--- config.mk ---
export PLATFORM = sky130hd
export DESIGN_NAME = r_uid_allocator
export DESIGN_NICKNAME = d
export VERILOG_FILES = /design/src/rtl/r_uid_allocator.sv
export SDC_FILE = /design/constraint.sdc
export NUM_CORES = 2
export LEC_CHECK = 0
export BUFFER_PORTS_ARGS = -buffer_cell sky130_fd_sc_hd__buf_2
export CAP_MARGIN = 20
export CORE_UTILIZATION = 45
export DETAILED_ROUTE_END_ITERATION = 7
export PLACE_DENSITY = 0.58
export REMOVE_ABC_BUFFERS = 1
export SYNTH_ARGS = -nofsm -noshare
export SYNTH_HDL_FRONTEND = slang
export SYNTH_SLANG_ARGS = --single-unit
--- constraint.sdc ---
create_clock -name clk -period 26.5 [get_ports clk]
set_input_delay 1.325 -clock clk [delete_from_list [all_inputs] [get_ports clk]]
set_output_delay 1.325 -clock clk [all_outputs]
set_load 0.01 [all_outputs]
--- src/rtl/r_uid_allocator.sv ---
// rtl/r_uid_allocator.sv - maps original AR IDs onto {row,col} uids and restores them for R responses
module r_uid_allocator #(
    parameter  int ID_WIDTH = 32,
    parameter  int NUM_ROWS = 16,
    parameter  int NUM_COLS = 16,
    localparam int ROW_W    = $clog2(NUM_ROWS),
    localparam int COL_W    = $clog2(NUM_COLS)
) (
    input  logic                clk,
    input  logic                rst,
    input  logic                alloc_valid,
    output logic                alloc_ready,
    input  logic [ID_WIDTH-1:0] alloc_orig_id,
    output logic [ID_WIDTH-1:0] alloc_uid,
    input  logic                free_req,
    input  logic [ID_WIDTH-1:0] free_uid,
    input  logic [ID_WIDTH-1:0] restore_uid,
    output logic [ID_WIDTH-1:0] restored_id,
    output logic                free_err,
    output logic [ROW_W:0]      rows_in_use
);
    localparam int UID_W = ROW_W + COL_W;
    localparam int CNT_W = $clog2(NUM_COLS + 1);
    localparam logic [CNT_W-1:0] CNT_FULL = CNT_W'(NUM_COLS);

    logic [ID_WIDTH-1:0] bound_id  [NUM_ROWS];
    logic [COL_W-1:0]    alloc_ptr [NUM_ROWS];
    logic [CNT_W-1:0]    count     [NUM_ROWS];

    logic             hit;
    logic             any_free;
    logic [ROW_W-1:0] hit_row;
    logic [ROW_W-1:0] free_row;
    logic [ROW_W-1:0] target_row;
    logic             alloc_fire;

    // Descending scan so the lowest-index free row wins.
    always_comb begin
        hit      = 1'b0;
        hit_row  = '0;
        any_free = 1'b0;
        free_row = '0;
        for (int r = NUM_ROWS - 1; r >= 0; r--) begin
            if (count[r] != '0 && bound_id[r] == alloc_orig_id) begin
                hit     = 1'b1;
                hit_row = ROW_W'(r);
            end
            if (count[r] == '0) begin
                any_free = 1'b1;
                free_row = ROW_W'(r);
            end
        end
    end

    assign target_row  = hit ? hit_row : free_row;
    assign alloc_ready = hit ? (count[hit_row] < CNT_FULL) : any_free;
    assign alloc_uid   = ID_WIDTH'({target_row, alloc_ptr[target_row]});
    assign alloc_fire  = alloc_valid & alloc_ready;

    logic [ROW_W-1:0] fr;
    logic [COL_W-1:0] fc;
    logic [COL_W-1:0] oldest_col;
    logic             free_ok;
    logic             free_fire;

    // A full row has count == NUM_COLS, whose low bits are 0, so the oldest column is alloc_ptr itself.
    assign fr         = free_uid[UID_W-1:COL_W];
    assign fc         = free_uid[COL_W-1:0];
    assign oldest_col = alloc_ptr[fr] - count[fr][COL_W-1:0];
    assign free_ok    = (count[fr] != '0) && (fc == oldest_col);
    assign free_fire  = free_req & free_ok;

    assign restored_id = bound_id[restore_uid[UID_W-1:COL_W]];

    logic unused_uid_bits;
    assign unused_uid_bits = ^{free_uid[ID_WIDTH-1:UID_W], restore_uid[ID_WIDTH-1:UID_W]};

    logic [CNT_W-1:0] count_nxt [NUM_ROWS];
    logic [ROW_W:0]   rows_nxt;

    always_comb begin
        rows_nxt = '0;
        for (int r = 0; r < NUM_ROWS; r++) begin
            count_nxt[r] = count[r];
            if (alloc_fire && target_row == ROW_W'(r) && !(free_fire && fr == ROW_W'(r)))
                count_nxt[r] = count[r] + CNT_W'(1);
            else if (free_fire && fr == ROW_W'(r) && !(alloc_fire && target_row == ROW_W'(r)))
                count_nxt[r] = count[r] - CNT_W'(1);
            if (count_nxt[r] != '0)
                rows_nxt = rows_nxt + (ROW_W + 1)'(1);
        end
    end

    // alloc_ptr survives row release so it stays aligned with the ordering unit's release index.
    always_ff @(posedge clk or posedge rst) begin
        if (rst) begin
            for (int r = 0; r < NUM_ROWS; r++) begin
                bound_id[r]  <= '0;
                alloc_ptr[r] <= '0;
                count[r]     <= '0;
            end
            rows_in_use <= '0;
            free_err    <= 1'b0;
        end else begin
            for (int r = 0; r < NUM_ROWS; r++)
                count[r] <= count_nxt[r];
            if (alloc_fire) begin
                alloc_ptr[target_row] <= alloc_ptr[target_row] + COL_W'(1);
                if (!hit)
                    bound_id[target_row] <= alloc_orig_id;
            end
            rows_in_use <= rows_nxt;
            free_err    <= free_req & ~free_ok;
        end
    end
endmodule
==> Yosys cells after proc, flatten, opt, wreduce, memory -nomap -nowiden <==
Cells that the tools add are included.
{ "op_classes": {"addsub": 49, "multipliers": 0, "n_div": 0, "magnitude_cmp": 6, "eq_ne": 47, "n_shift": 0, "muxes": 135, "n_bitwise": 9, "n_reduce_logical": 166} }
{ "ops": {"columns": ["operator", "n"], "rows": [
  ["512-bit bitwise mux", 1],
  ["32-bit equality test", 16],
  ["5-bit 2-to-1 mux", 51],
  ["5-bit nonzero test", 33],
  ["5-bit by 1-bit adder with 5-bit output (second input constant)", 31],
  ["4-bit 2-to-1 mux", 38],
  ["32-bit binary-select mux with 4-bit select", 1],
  ["32-bit demux with 4-bit select", 1],
  ["32-bit 2-to-1 mux", 3],
  ["1-bit logical AND", 82],
  ["5-bit logical NOT", 16],
  ["5-bit by 1-bit subtractor with 5-bit output (second input constant)", 16],
  ["64-bit bitwise mux", 1],
  ["4-bit equality test (second input constant)", 16],
  ["5-bit binary-select mux with 4-bit select", 2],
  ["1-bit 2-to-1 mux", 34],
  ["4-bit binary-select mux with 4-bit select", 2],
  ["4-bit by 3-bit equality test with 1-bit output (second input constant)", 8],
  ["1-bit logical NOT", 32],
  ["5-bit >= comparator (second input constant)", 4],
  ["4-bit inverter with 5-bit output", 4],
  ["4-bit demux with 4-bit select", 1],
  ["4-bit by 2-bit equality test with 1-bit output (second input constant)", 4],
  ["4-bit by 1-bit equality test with 1-bit output (second input constant)", 2],
  ["9 further kinds", 13]
]} }
{ "totals": {"reg_bits": 662, "latchBits": 0, "mem_bits_rw": 0, "rom_bits": 0, "inputBits": 100, "out_inout_bits": 71, "elab_cells": 462, "memories": 0} }

==> Logic depth before layout (Yosys ltp) <==
{ "depth": {"word_depth": 62, "ltp_mapped": 66, "depth_no_buf": 63} }

==> Worst setup path after synthesis <==
Ideal clock, no wire load.
{ "synth_path": {"path_type": "input to register", "startpoint": "input free_uid[5]", "endpoint": "register rows_in_use[4]", "setup_ns": 0.123, "arrival_time_ns": 13.818, "required_time_ns": 26.377, "path_slack_ns": 12.559, "stages": 59, "path_buffers": 4, "cell_sequence": "clkbuf_1 > buf_1 > clkbuf_1 > buf_1 > mux4_2 > mux4_2 > ha_1 > a21o_1 > a21oi_1 > xnor3_1 > xnor2_1 > nor3b_4 > nand3_1 > nor2_1 > nand2_1 > nor4_1 > a41oi_1 > xnor2_1 > [23 not listed] > nor2b_1 > a31oi_1 > xnor2_1 > mux2_2 > ha_1 > nand2_1 > o21ai_0 > xnor2_1 > mux2_2 > ha_1 > nor2_1 > a21oi_1 > ha_1 > nand2_1 > nor3_1 > o21ai_0 > o41a_1 > xnor2_1"} }
{ "synth_rtl": {"columns": ["item", "line_no", "source"], "rows": [
  ["start, declared", "16", "input logic [ID_WIDTH-1:0] free_uid,"],
  ["end signal, assigned", "112", "rows_in_use <= rows_nxt;"],
  ["end, declared", "20", "output logic [ROW_W:0] rows_in_use"]
]} }

==> summary.md <==
| Metric | Value |
|---|---|
| Inserted Clock Buffers | `79` |
| Largest net degree at the start of global routing | `129` |
| Clock tree buffer depth | `3` |
| Num rows | `111` |
| RR Startpoint | `count[5]` |
| Remaining DRCs | `0` |
| Routed wire length | `132 mm` |
| Synth area leaders | `dfrtp_1 (39%), mux2_2 (15%), mux4_2 (11%)` |
| Number of global-route vias before repair | `28,100` |
| Startpoint type of the worst setup path | `input port` |
| Hold path cells | `2` |
| Post-synth ARST share | `100%` |
| Worst slew pin tran | `1110 ps` |
| CTS clk-pin slew, worst paths | `60 ps` |
| Status | `complete, no violations` |
| CTS tree | `built` |
| Max Cap Violations | `0` |
| CORE AREA | `0.0921 mm²` |
| Hold Vio Cnt, Final | `0` |
| Pins over their slew limit | `0` |
| Post-synthesis sequential area ratio | `39.4%` |
| Wire per inst | `27.7 µm` |
| CTS sink count | `662` |
| Total iterations of the first detailed-routing run | `5` |
| CTS Hold Bufs | `0` |
| Syn avg cell area | `12.0 µm²` |
| Crit. End Element | `register` |
| Die width | `308 µm` |
| Clk Tree Root Cell | `clkbuf_16` |
| Area leader, netlist | `dfrtp_1` |
| Detail Placement HPWL | `93.9 mm` |
| # port buffers | `94` |
| ANT nets after route | `0` |
| Relative slew margins | `26.2%` |
| First-pass GRT wire length | `196 mm` |
| Layout area overhead | `9.22%` |
| Crit path launch | `alloc_orig_id[6]` |
| CP max-delay cell | `nor4_1` |
| Clk_lat worst skew | `670 ps` |
| Mapped Area | `0.0420 mm²` |
| IO Pins | `171` |
| Most numerous cell on the critical path | `ha_1` |
| Avg Vias per Cell | `6.08` |
| Share of cells above drive strength 1 | `32.1%` |
| Clock Skews | `55.3 ps` |
| EDFF count, synth | `0` |
| Crit Path Class | `input port to register` |
| Slowest stage delay, CP | `840 ps` |
| CP Data Arrival Time | `16,390 ps` |
| Crit-path max FO | `24` |
| Initial Util | `45.7%` |
| Number of DRC markers in iteration 0 | `2,875` |
| Top-count cell post-synth | `dfrtp_1` |
| Flop and latch count out of synthesis | `662` |
| Top cell type's share of synthesized area | `39.4%` |
| CTS resizes | `0` |
| Syn. warnings | `0` |
| Die height | `308 µm` |
| Hold Startpoint | `alloc_ptr[16]` |
| Vias | `29,100` |
| ANT cells | `0` |
| H-tree depth | `3` |
| Setup violators final | `0` |
| GRT overflow | `0` |
| Required time worst endpoint | `27,010 ps` |
| Setup bufs post-CTS | `0` |
| GPL Wtd Cong | `0.905` |
| Die ar. | `0.0947 mm²` |
| Top_reg_cell synth | `dfrtp_1` |
| Worst Hold Class | `register to register` |
| NumNets Final | `3,626` |
| Library cells used by synthesis | `95` |
| Max Fclk | `63.0 MHz` |
| Worst r2r path cells | `61` |
| Period minus WS final | `15,880 ps` |
| Initial antenna violation count | `4` |
| Period utilization | `59.9%` |
| Setup TNS | `0 ps` |
| List of most frequent post-synthesis cells | `dfrtp_1 (662), mux2_2 (573), xnor2_1 (339)` |
| RSZ-0062 raised after global routing | `false` |
| Global-route usage over all layers | `28.2%` |
| Post-Syn Instances | `3,510` |
cells by family (layout without fill, tap and decap cells):
kind of cell             count (synthesis)  in the layout  share of synthesized area [%]
other                                    1             24                        0.00892
flip-flops                             662            662                           39.4
AND/OR/NAND/NOR                        692            692                           9.27
AO/OA/AOI/OAI                          254            254                           4.14
XOR/XNOR                               636            636                           13.6
adder cells (fa/ha/maj)                 63             63                           1.85
buffers and inverters                  385            387                           4.43
multiplexers                           817            817                           27.3
critical path, delay by kind of cell:
kind / cells / cell delay (ps)
XOR/XNOR: 7 / 1330
AO/OA/AOI/OAI: 14 / 3200
buffers and inverters: 5 / 1360
adder cells (fa/ha/maj): 11 / 3100
multiplexers: 4 / 1330
AND/OR/NAND/NOR: 19 / 4690
through the flow:
stage / instance area [µm²] / std cells / util (%) / setup WS [ps] / hold WS [ps]
final: 45900 / 4778 / 49.9 / 10620 / 500
after global routing: 45900 / 4778 / 49.9 / 9640 / 526
after CTS: 45900 / 4778 / 49.9 / 10770 / 504
after detailed placement: 43200 / 4633 / 46.9 / 10140 / 490
after global placement: 43200 / 4632 / 46.9 / 10250 / 480
after floorplan: 40600 / 3229 / - / 6620 / 457
cell type report:
type,count,area [µm²]
clock inverters,27,427
multi-input cells,2486,23800
inverters,81,312
clock buffers,118,2300
fillers,8334,46200
repair buffers,161,988
flip-flops and latches,662,16600
well taps,1243,1560
flip-flops by register name, indices dropped and copies added (netlist names):
signal / flops
rows_in_use: 5
free_err: 1
bound_id: 512
count: 80
alloc_ptr: 64
placed cells by master (no fill, tap or decap), drive strengths merged, types with 60 or more instances in the layout:
master  instances
clkbuf        119
nor4           94
nand2         113
o21ai          60
dfrtp         662
xnor2         344
mux4          205
inv            83
mux2          573
xor2          285
nor2          116
nand4          98
buf           160
routing by layer:
layer	global-route usage (%)	vias up	wire (µm)
met1	40.3	15100	58100
met3	4.31	220	9000
met5	0	-	13
li1	-	12700	-
met2	43.0	1044	59500
met4	11.0	2	5700
path summary, 6_finish.rpt:
| kind | to | slack [ps] |
|---|---|---|
| worst min register to register | alloc_ptr[16] | 500 |
| min in group asynchronous | alloc_ptr[10] | 850 |
| worst min-delay path | alloc_ptr[16] | 500 |
| worst max register to register | rows_in_use[4] | 11310 |
| worst max-delay path | rows_in_use[4] | 10620 |
| max in group asynchronous | bound_id[35] | 22430 |
Power is not shown: default switching activity piles up to over one toggle a cycle in this logic, so the estimate is an artifact.
